<file path="config.mk">
export PLATFORM = sky130hd
export DESIGN_NAME = mc_controller_flat
export DESIGN_NICKNAME = d
export VERILOG_FILES = /design/src/rtl/mc_controller_if.sv /design/src/rtl/mc_controller.sv /design/src/flat_wrapper.sv
export SDC_FILE = /design/constraint.sdc
export NUM_CORES = 1
export LEC_CHECK = 0
export CORE_ASPECT_RATIO = 0.7
export CORE_MARGIN = 2
export CORE_UTILIZATION = 43
export CTS_CLUSTER_SIZE = 30
export DETAILED_ROUTE_END_ITERATION = 6
export PLACE_DENSITY = 0.79
export SLEW_MARGIN = 10
export SYNTH_ARGS = -nofsm -noshare
export SYNTH_HDL_FRONTEND = slang
export SYNTH_SLANG_ARGS = --single-unit
</file>
<file path="constraint.sdc">
create_clock -name clk -period 1.85 [get_ports clk]
set_clock_uncertainty 0.1 [all_clocks]
set_input_delay 0.37 -clock clk [delete_from_list [all_inputs] [get_ports clk]]
set_output_delay 0.37 -clock clk [all_outputs]
set_load 0.02 [all_outputs]
</file>
<file path="src/rtl/mc_controller_if.sv">
// Control bundle between the multi-cycle main controller and the MIPS datapath/memory.
// The master side is the controller; the slave side is the datapath and instruction register.
interface mc_controller_if;
  logic [5:0] opcode;
  logic [5:0] funct;
  logic       zero;
  logic       mem_ready;
  logic       iord;
  logic       memread;
  logic       memwrite;
  logic       irwrite;
  logic       pcen;
  logic [1:0] pcsrc;
  logic       regwrite;
  logic       regdst;
  logic       mem2reg;
  logic       alusrca;
  logic [1:0] alusrcb;
  logic [2:0] op;
  logic [3:0] state;
  logic       illegal;
  logic       timeout;

  modport master (
    input  opcode, funct, zero, mem_ready,
    output iord, memread, memwrite, irwrite, pcen, pcsrc, regwrite, regdst,
           mem2reg, alusrca, alusrcb, op, state, illegal, timeout
  );

  modport slave (
    output opcode, funct, zero, mem_ready,
    input  iord, memread, memwrite, irwrite, pcen, pcsrc, regwrite, regdst,
           mem2reg, alusrca, alusrcb, op, state, illegal, timeout
  );
endinterface

</file>
<file path="src/rtl/mc_controller.sv">
// Multi-cycle MIPS main control FSM with a shared-memory ready handshake
// and a saturating wait counter that aborts stalled memory requests.
module mc_controller #(
  parameter int MEM_WAIT_MAX = 15
) (
  input  logic          clk,
  input  logic          rst,
  mc_controller_if.master bus
);

  typedef enum logic [3:0] {
    FETCH  = 4'd0,
    DECODE = 4'd1,
    MEMADR = 4'd2,
    MEMRD  = 4'd3,
    MEMWB  = 4'd4,
    MEMWR  = 4'd5,
    EXEC   = 4'd6,
    ALUWB  = 4'd7,
    BRANCH = 4'd8,
    ADDIEX = 4'd9,
    ADDIWB = 4'd10,
    JUMP   = 4'd11
  } state_t;

  localparam logic [5:0] OPC_RTYPE = 6'b000000;
  localparam logic [5:0] OPC_LW    = 6'b100011;
  localparam logic [5:0] OPC_SW    = 6'b101011;
  localparam logic [5:0] OPC_BEQ   = 6'b000100;
  localparam logic [5:0] OPC_ADDI  = 6'b001000;
  localparam logic [5:0] OPC_J     = 6'b000010;

  localparam logic [5:0] FN_ADD = 6'b100000;
  localparam logic [5:0] FN_SUB = 6'b100010;
  localparam logic [5:0] FN_AND = 6'b100100;
  localparam logic [5:0] FN_OR  = 6'b100101;
  localparam logic [5:0] FN_SLT = 6'b101010;

  localparam logic [2:0] ALU_ADD = 3'b010;
  localparam logic [2:0] ALU_SUB = 3'b110;
  localparam logic [2:0] ALU_AND = 3'b000;
  localparam logic [2:0] ALU_OR  = 3'b001;
  localparam logic [2:0] ALU_SLT = 3'b111;

  localparam logic [3:0] WAIT_LIMIT = 4'(MEM_WAIT_MAX);
  localparam bit         WAIT_EN    = (MEM_WAIT_MAX != 0);

  function automatic logic [3:0] sat_inc(input logic [3:0] v);
    return (v == 4'hF) ? v : v + 4'd1;
  endfunction

  state_t     state_q, state_d;
  logic [3:0] wait_q, wait_d;

  logic       iord_c, memread_c, memwrite_c, irwrite_c, pcen_c;
  logic [1:0] pcsrc_c;
  logic       regwrite_c, regdst_c, mem2reg_c, alusrca_c;
  logic [1:0] alusrcb_c;
  logic [2:0] op_c;
  logic       illegal_c, timeout_c;
  logic       mem_state, expired;

  assign mem_state = (state_q == FETCH) || (state_q == MEMRD) || (state_q == MEMWR);
  assign expired   = WAIT_EN && mem_state && !bus.mem_ready && (wait_q == WAIT_LIMIT);

  always_ff @(posedge clk) begin
    if (rst) begin
      state_q <= FETCH;
      wait_q  <= 4'd0;
    end else begin
      state_q <= state_d;
      wait_q  <= wait_d;
    end
  end

  always_comb begin
    state_d    = state_q;
    iord_c     = 1'b0;
    memread_c  = 1'b0;
    memwrite_c = 1'b0;
    irwrite_c  = 1'b0;
    pcen_c     = 1'b0;
    pcsrc_c    = 2'b00;
    regwrite_c = 1'b0;
    regdst_c   = 1'b0;
    mem2reg_c  = 1'b0;
    alusrca_c  = 1'b0;
    alusrcb_c  = 2'b00;
    op_c       = 3'b000;
    illegal_c  = 1'b0;
    timeout_c  = 1'b0;

    case (state_q)
      FETCH: begin
        memread_c = 1'b1;
        alusrcb_c = 2'b01;
        op_c      = ALU_ADD;
        if (bus.mem_ready) begin
          irwrite_c = 1'b1;
          pcen_c    = 1'b1;
          state_d   = DECODE;
        end else if (expired) begin
          timeout_c = 1'b1;
          state_d   = FETCH;
        end
      end
      DECODE: begin
        alusrcb_c = 2'b11;
        op_c      = ALU_ADD;
        case (bus.opcode)
          OPC_LW, OPC_SW: state_d = MEMADR;
          OPC_RTYPE:      state_d = EXEC;
          OPC_BEQ:        state_d = BRANCH;
          OPC_ADDI:       state_d = ADDIEX;
          OPC_J:          state_d = JUMP;
          default: begin
            illegal_c = 1'b1;
            state_d   = FETCH;
          end
        endcase
      end
      MEMADR: begin
        alusrca_c = 1'b1;
        alusrcb_c = 2'b10;
        op_c      = ALU_ADD;
        state_d   = (bus.opcode == OPC_LW) ? MEMRD : MEMWR;
      end
      MEMRD: begin
        memread_c = 1'b1;
        iord_c    = 1'b1;
        if (bus.mem_ready) begin
          state_d = MEMWB;
        end else if (expired) begin
          timeout_c = 1'b1;
          state_d   = FETCH;
        end
      end
      MEMWB: begin
        regwrite_c = 1'b1;
        mem2reg_c  = 1'b1;
        state_d    = FETCH;
      end
      MEMWR: begin
        memwrite_c = 1'b1;
        iord_c     = 1'b1;
        if (bus.mem_ready) begin
          state_d = FETCH;
        end else if (expired) begin
          timeout_c = 1'b1;
          state_d   = FETCH;
        end
      end
      EXEC: begin
        alusrca_c = 1'b1;
        state_d   = ALUWB;
        case (bus.funct)
          FN_ADD: op_c = ALU_ADD;
          FN_SUB: op_c = ALU_SUB;
          FN_AND: op_c = ALU_AND;
          FN_OR:  op_c = ALU_OR;
          FN_SLT: op_c = ALU_SLT;
          default: begin
            illegal_c = 1'b1;
            state_d   = FETCH;
          end
        endcase
      end
      ALUWB: begin
        regwrite_c = 1'b1;
        regdst_c   = 1'b1;
        state_d    = FETCH;
      end
      BRANCH: begin
        alusrca_c = 1'b1;
        op_c      = ALU_SUB;
        pcsrc_c   = 2'b01;
        pcen_c    = bus.zero;
        state_d   = FETCH;
      end
      ADDIEX: begin
        alusrca_c = 1'b1;
        alusrcb_c = 2'b10;
        op_c      = ALU_ADD;
        state_d   = ADDIWB;
      end
      ADDIWB: begin
        regwrite_c = 1'b1;
        state_d    = FETCH;
      end
      JUMP: begin
        pcsrc_c = 2'b10;
        pcen_c  = 1'b1;
        state_d = FETCH;
      end
      default: state_d = FETCH;
    endcase
  end

  // Counter restarts on every state change and on a timeout retry of FETCH.
  always_comb begin
    wait_d = 4'd0;
    if ((state_d == state_q) && !timeout_c && mem_state) begin
      wait_d = sat_inc(wait_q);
    end
  end

  // Reset forces every output low, including the debug state code.
  assign bus.iord     = iord_c & ~rst;
  assign bus.memread  = memread_c & ~rst;
  assign bus.memwrite = memwrite_c & ~rst;
  assign bus.irwrite  = irwrite_c & ~rst;
  assign bus.pcen     = pcen_c & ~rst;
  assign bus.pcsrc    = rst ? 2'b00 : pcsrc_c;
  assign bus.regwrite = regwrite_c & ~rst;
  assign bus.regdst   = regdst_c & ~rst;
  assign bus.mem2reg  = mem2reg_c & ~rst;
  assign bus.alusrca  = alusrca_c & ~rst;
  assign bus.alusrcb  = rst ? 2'b00 : alusrcb_c;
  assign bus.op       = rst ? 3'b000 : op_c;
  assign bus.state    = rst ? 4'd0 : state_q;
  assign bus.illegal  = illegal_c & ~rst;
  assign bus.timeout  = timeout_c & ~rst;

endmodule

</file>
<file path="src/flat_wrapper.sv">
// flat-port wrapper written by rule: the top's interface ports become plain ports
module mc_controller_flat 
#(
  parameter int MEM_WAIT_MAX = 15
)
  (clk, rst, bus_opcode, bus_funct, bus_zero, bus_mem_ready, bus_iord, bus_memread, bus_memwrite, bus_irwrite, bus_pcen, bus_pcsrc, bus_regwrite, bus_regdst, bus_mem2reg, bus_alusrca, bus_alusrcb, bus_op, bus_state, bus_illegal, bus_timeout);
  mc_controller_if bus_i ();
  input  logic clk;
  input  logic rst;
  input wire logic [$bits(bus_i.opcode)-1:0] bus_opcode;
  input wire logic [$bits(bus_i.funct)-1:0] bus_funct;
  input wire logic [$bits(bus_i.zero)-1:0] bus_zero;
  input wire logic [$bits(bus_i.mem_ready)-1:0] bus_mem_ready;
  output wire logic [$bits(bus_i.iord)-1:0] bus_iord;
  output wire logic [$bits(bus_i.memread)-1:0] bus_memread;
  output wire logic [$bits(bus_i.memwrite)-1:0] bus_memwrite;
  output wire logic [$bits(bus_i.irwrite)-1:0] bus_irwrite;
  output wire logic [$bits(bus_i.pcen)-1:0] bus_pcen;
  output wire logic [$bits(bus_i.pcsrc)-1:0] bus_pcsrc;
  output wire logic [$bits(bus_i.regwrite)-1:0] bus_regwrite;
  output wire logic [$bits(bus_i.regdst)-1:0] bus_regdst;
  output wire logic [$bits(bus_i.mem2reg)-1:0] bus_mem2reg;
  output wire logic [$bits(bus_i.alusrca)-1:0] bus_alusrca;
  output wire logic [$bits(bus_i.alusrcb)-1:0] bus_alusrcb;
  output wire logic [$bits(bus_i.op)-1:0] bus_op;
  output wire logic [$bits(bus_i.state)-1:0] bus_state;
  output wire logic [$bits(bus_i.illegal)-1:0] bus_illegal;
  output wire logic [$bits(bus_i.timeout)-1:0] bus_timeout;
  assign bus_i.opcode = bus_opcode;
  assign bus_i.funct = bus_funct;
  assign bus_i.zero = bus_zero;
  assign bus_i.mem_ready = bus_mem_ready;
  assign bus_iord = bus_i.iord;
  assign bus_memread = bus_i.memread;
  assign bus_memwrite = bus_i.memwrite;
  assign bus_irwrite = bus_i.irwrite;
  assign bus_pcen = bus_i.pcen;
  assign bus_pcsrc = bus_i.pcsrc;
  assign bus_regwrite = bus_i.regwrite;
  assign bus_regdst = bus_i.regdst;
  assign bus_mem2reg = bus_i.mem2reg;
  assign bus_alusrca = bus_i.alusrca;
  assign bus_alusrcb = bus_i.alusrcb;
  assign bus_op = bus_i.op;
  assign bus_state = bus_i.state;
  assign bus_illegal = bus_i.illegal;
  assign bus_timeout = bus_i.timeout;
  mc_controller #(.MEM_WAIT_MAX(MEM_WAIT_MAX)) u_core (.clk(clk), .rst(rst), .bus(bus_i));
endmodule
</file>
==> results.json, run 1 <==
{
  "syn-num-nets": 153,
  "cts_buffer_depth": 2,
  "place_hpwl_microns": 3090,
  "initial_core_util_pct": 45.2,
  "ios": 38,
  "synth_seq_area_share_pct": 16.7,
  "yosysMostFrequentCell": "nor2_1",
  "post-place-ws_ns": -0.878,
  "synth-xor-area-share_pct": 3.66,
  "ys_ff_latch": 8,
  "synth-simple-area-share_pct": 42.1,
  "die_h_microns": 43.5,
  "synthCells": 136,
  "gp_congestion": 0.800,
  "synth-async-reset-ratio_pct": 0,
  "status": "stopped before the end",
  "netlist_area_sq_um": 957,
  "error_line": "[ERROR DPL-0033] detailed placement checks failed during check placement.",
  "num_rows": 14,
  "synth_cell_types": 44,
  "cts.sinks": 8,
  "synth_top_family_by_area": "simple AND/OR/NAND/NOR gates",
  "post_cts_buffers": 9,
  "synth_compound_area_share_pct": 24.8,
  "synthMuxAreaShare_pct": 5.75,
  "synth_ff_type": "dfxtp_1",
  "yosysTopAreaCell": "dfxtp_1",
  "htreeDepth": 1,
  "synth_common_cells": "nor2_1 (14), nor3_1 (11), clkbuf_1 (8), dfxtp_1 (8), nor2b_1 (8)",
  "hold_buffers": 0,
  "avgSynthCellArea_sq_um": 7.04,
  "ys_top_cells_by_area": "dfxtp_1 (17%), nor3_1 (5.8%), nor2_1 (5.5%)",
  "cts_buffers": 3,
  "netlist.area_leader.share_pct": 16.7,
  "flow.stopped_at": "clock tree synthesis (4_1_cts)",
  "die_width_microns": 60.4,
  "ctsResizeCount": 158,
  "yosysWarnings": 0,
  "cts_root_buffer": "clkbuf_4",
  "synth_adder_area_share_pct": 1.31,
  "portBuffers": 37,
  "synth-edff-count": 0
}
-- cell families after synthesis --
| logic type | after synthesis |
|---|---|
| flip-flops | 8 |
| AND/OR/NAND/NOR | 73 |
| buffers and inverters | 13 |
| multiplexers | 5 |
| XOR/XNOR | 4 |
| adder cells (fa/ha/maj) | 1 |
| AO/OA/AOI/OAI | 32 |
-- stage by stage --
stage                     hold WS, ns  instance area [sq um]  std cells  utilization (%)  setup TNS, ns
after floorplan                 0.417                   1020        136                -        -0.0725
after global placement          0.510                   1850        255             87.4         -15.77
after detailed placement        0.521                   1850        255             87.4         -17.36
==> run 2: changes to the inputs <==
--- a/config.mk
+++ b/config.mk
@@ -5,12 +5,10 @@
 export SDC_FILE = /design/constraint.sdc
 export NUM_CORES = 1
 export LEC_CHECK = 0
-export CORE_ASPECT_RATIO = 0.7
-export CORE_MARGIN = 2
-export CORE_UTILIZATION = 43
-export CTS_CLUSTER_SIZE = 30
+export CORE_AREA = 2 2 63 65
 export DETAILED_ROUTE_END_ITERATION = 6
-export PLACE_DENSITY = 0.79
+export DIE_AREA = 0 0 65 67
+export PLACE_DENSITY_LB_ADDON = 0.15
 export SLEW_MARGIN = 10
 export SYNTH_ARGS = -nofsm -noshare
 export SYNTH_HDL_FRONTEND = slang
==> run 2 against run 1 <==
Effect of this change:
- the flow now finishes, with violations (setup timing)
- area after synthesis unchanged
- synthesized cell count unchanged
==> results.json, run 2 <==
{
  "r2r-end": "u_core.wait_q[2]",
  "initial_core_util_pct": 26.5,
  "arrival_ns": 1.46,
  "clock_latency_ns": 0.23,
  "hold-path-endpoint": "u_core.state_q[3]",
  "gp_congestion": 0.839,
  "htreeDepth": 1,
  "ir_drop_v": 0.000373,
  "area_delta_synth_final_pct": 114,
  "grt_use_total_pct": 16.7,
  "grtUsageMet3_pct": 2.87,
  "max_freq_ghz": 0.519,
  "clk_pin_slew_ns": 0.04,
  "fillers": 360,
  "netlist_area_sq_um": 957,
  "critPathLaunchType": "register",
  "dr.first_iter.drc_count": 25,
  "yosysMostFrequentCell": "nor2_1",
  "violations": "setup timing",
  "ios": 38,
  "hp-start": "rst",
  "vias_per_cell": 4.90,
  "grt-ovfl-total": 0,
  "final.setup.tns_ns": -0.233,
  "worst_pin_slew_ns": 0.529,
  "portBuffers": 37,
  "maxCapViolations": 0,
  "final_common_cell": "buf_4",
  "die_width_microns": 65,
  "end_kind": "output pin",
  "synth_ff_type": "dfxtp_1",
  "die_h_microns": 67,
  "post-route-cell-area_sq_um": 2040,
  "grt_max_degree": 13,
  "holdCritPathClass": "in2reg",
  "cp.required_ns": 1.38,
  "period_minus_slack_ns": 1.93,
  "ys_ff_latch": 8,
  "routed-via-count": 1338,
  "power_density_nw_per_um2": 314,
  "p_leak_nw": 0.882,
  "max_slew_margin_pct": 64.6,
  "crit_type": "reg2out",
  "first_pass_iters": 4,
  "cts.sinks": 8,
  "finalMaxSlewViolations": 0,
  "yosysWarnings": 0,
  "setup-violations-final": 6,
  "syn-num-nets": 153,
  "multi_input_area_sq_um": 980,
  "rsz0062_at_grt": "yes",
  "use_met2_pct": 33.0,
  "antenna_found_initial": 0,
  "grt_pass1_vias": 1350,
  "r2r-start": "u_core.state_q[1]",
  "core_sq_um": 3610,
  "synth_seq_area_share_pct": 16.7,
  "final_hold_viol_count": 0,
  "avgSynthCellArea_sq_um": 7.04,
  "synth_common_cells": "nor2_1 (14), nor3_1 (11), clkbuf_1 (8), dfxtp_1 (8), nor2b_1 (8)",
  "min_path_cells": 3,
  "worstRegToRegCells": 5,
  "netlist.area_leader.share_pct": 16.7,
  "post-route-util_pct": 56.7,
  "grt-busiest-layer": "met2",
  "drive_above_1_share_pct": 60.4,
  "setup_ws_ns": -0.0770,
  "final_cell_mix": "buf_4 (63), dlygate4sd2_1 (11), buf_6 (10)",
  "cts_buffers": 3,
  "wl_per_cell_microns": 13.0,
  "p_total_mw": 0.642,
  "top_regs": "u_core.state_q (4), u_core.wait_q (4)",
  "diodes": 0,
  "cts_buffer_depth": 2,
  "synth_cell_types": 44,
  "grt_first_pass_wirelength_microns": 5800,
  "layout.nets": 244,
  "drt-total-wl_microns": 3560,
  "synthCells": 136,
  "regArea_sq_um": 173,
  "gr-usage-met1_pct": 18.7,
  "cts_root_buffer": "clkbuf_8",
  "ys_top_cells_by_area": "dfxtp_1 (17%), nor3_1 (5.8%), nor2_1 (5.5%)",
  "placed_cell_area_sq_um": 1850,
  "synth-async-reset-ratio_pct": 0,
  "period_share_pct": 104,
  "status": "complete, but fails checks",
  "antenna_left": 0,
  "num_rows": 22,
  "rrSetupSlack_ns": 0.05,
  "synth-edff-count": 0,
  "drc": 0,
  "post-place-ws_ns": -0.871,
  "yosysTopAreaCell": "dfxtp_1",
  "hold_buffers": 0,
  "cts_tree": "built",
  "crit_fanout": 12,
  "dieArea_sq_um": 4360,
  "place_hpwl_microns": 2730
}
## run 2: cell counts after synthesis
No cell type changed its count.
## run 2: worst max-delay path by stage
stage | startpoint | endpoint | slack (ns) | cells after the start
2_1_floorplan | u_core.state_q[1] | bus_pcen | -0.07 | 5
3_3_place_gp | bus_funct[2] | bus_op[1] | -0.85 | 6
3_5_place_dp | bus_funct[2] | bus_op[1] | -0.87 | 6
4_1_cts | u_core.state_q[3] | bus_illegal | -0.09 | 4
5_1_grt | u_core.state_q[1] | bus_illegal | -0.11 | 4
6_report | u_core.state_q[1] | bus_illegal | -0.08 | 4
## run 2: through the flow
stage	hold slack (ns)	cells
after floorplan	0.417	136
after global placement	0.533	269
after detailed placement	0.541	269
after CTS	0.474	273
after global routing	0.500	273
final	0.479	273
## run 2: critical path, stage by stage, from the launching register on
cell and delay [ns]:
dfxtp_4 0.43, nand2b_1 0.12, or3_4 0.36, o22ai_2 0.19, buf_6 0.14
## run 2: metal layers
| layer | share of wire (%) | routed length (microns) | vias to the layer above |
|---|---|---|---|
| li1 | - | - | 690 |
| met1 | 43 | 1550 | 612 |
| met2 | 52 | 1860 | 30 |
| met3 | 3.4 | 121 | 6 |
| met4 | 0.82 | 29 | 0 |
| met5 | 0 | 0 | - |
## run 2: cells by family after synthesis
logic type,count (synthesis),synth area share (%)
xor gates and xnor gates,4,3.66
adders and majority gates,1,1.31
DFF,8,16.7
buffers and inverters,13,5.62
muxes,5,5.75
AOI/OAI and AO/OA,32,24.8
and+or+nand+nor,73,42.1
## run 2: layout make-up
| class | count | share of cell area (%) |
|---|---|---|
| clock buffers | 3 | 2.02 |
| inverters | 2 | 0.367 |
| multi-input cells | 115 | 47.9 |
| flip-flops and latches | 8 | 8.45 |
| well taps | 48 | 2.94 |
| repair buffers | 97 | 38.3 |
## run 2: what timing repair did
item / 4_1_cts / 5_1_grt
setup buffers: 1 / 0
gates resized for setup: 142 / 28
pin swaps: 18 / 8
setup endpoints to repair: 29 / 24
## run 2: power breakdown
| group | internal, mW | switching (mW) |
|---|---|---|
| sequential | 0.173 | 0.00406 |
| combinational | 0.136 | 0.123 |
| clock | 0.141 | 0.0648 |
| total | 0.450 | 0.192 |
No activity file was read; power rests on OpenSTA's default activity.
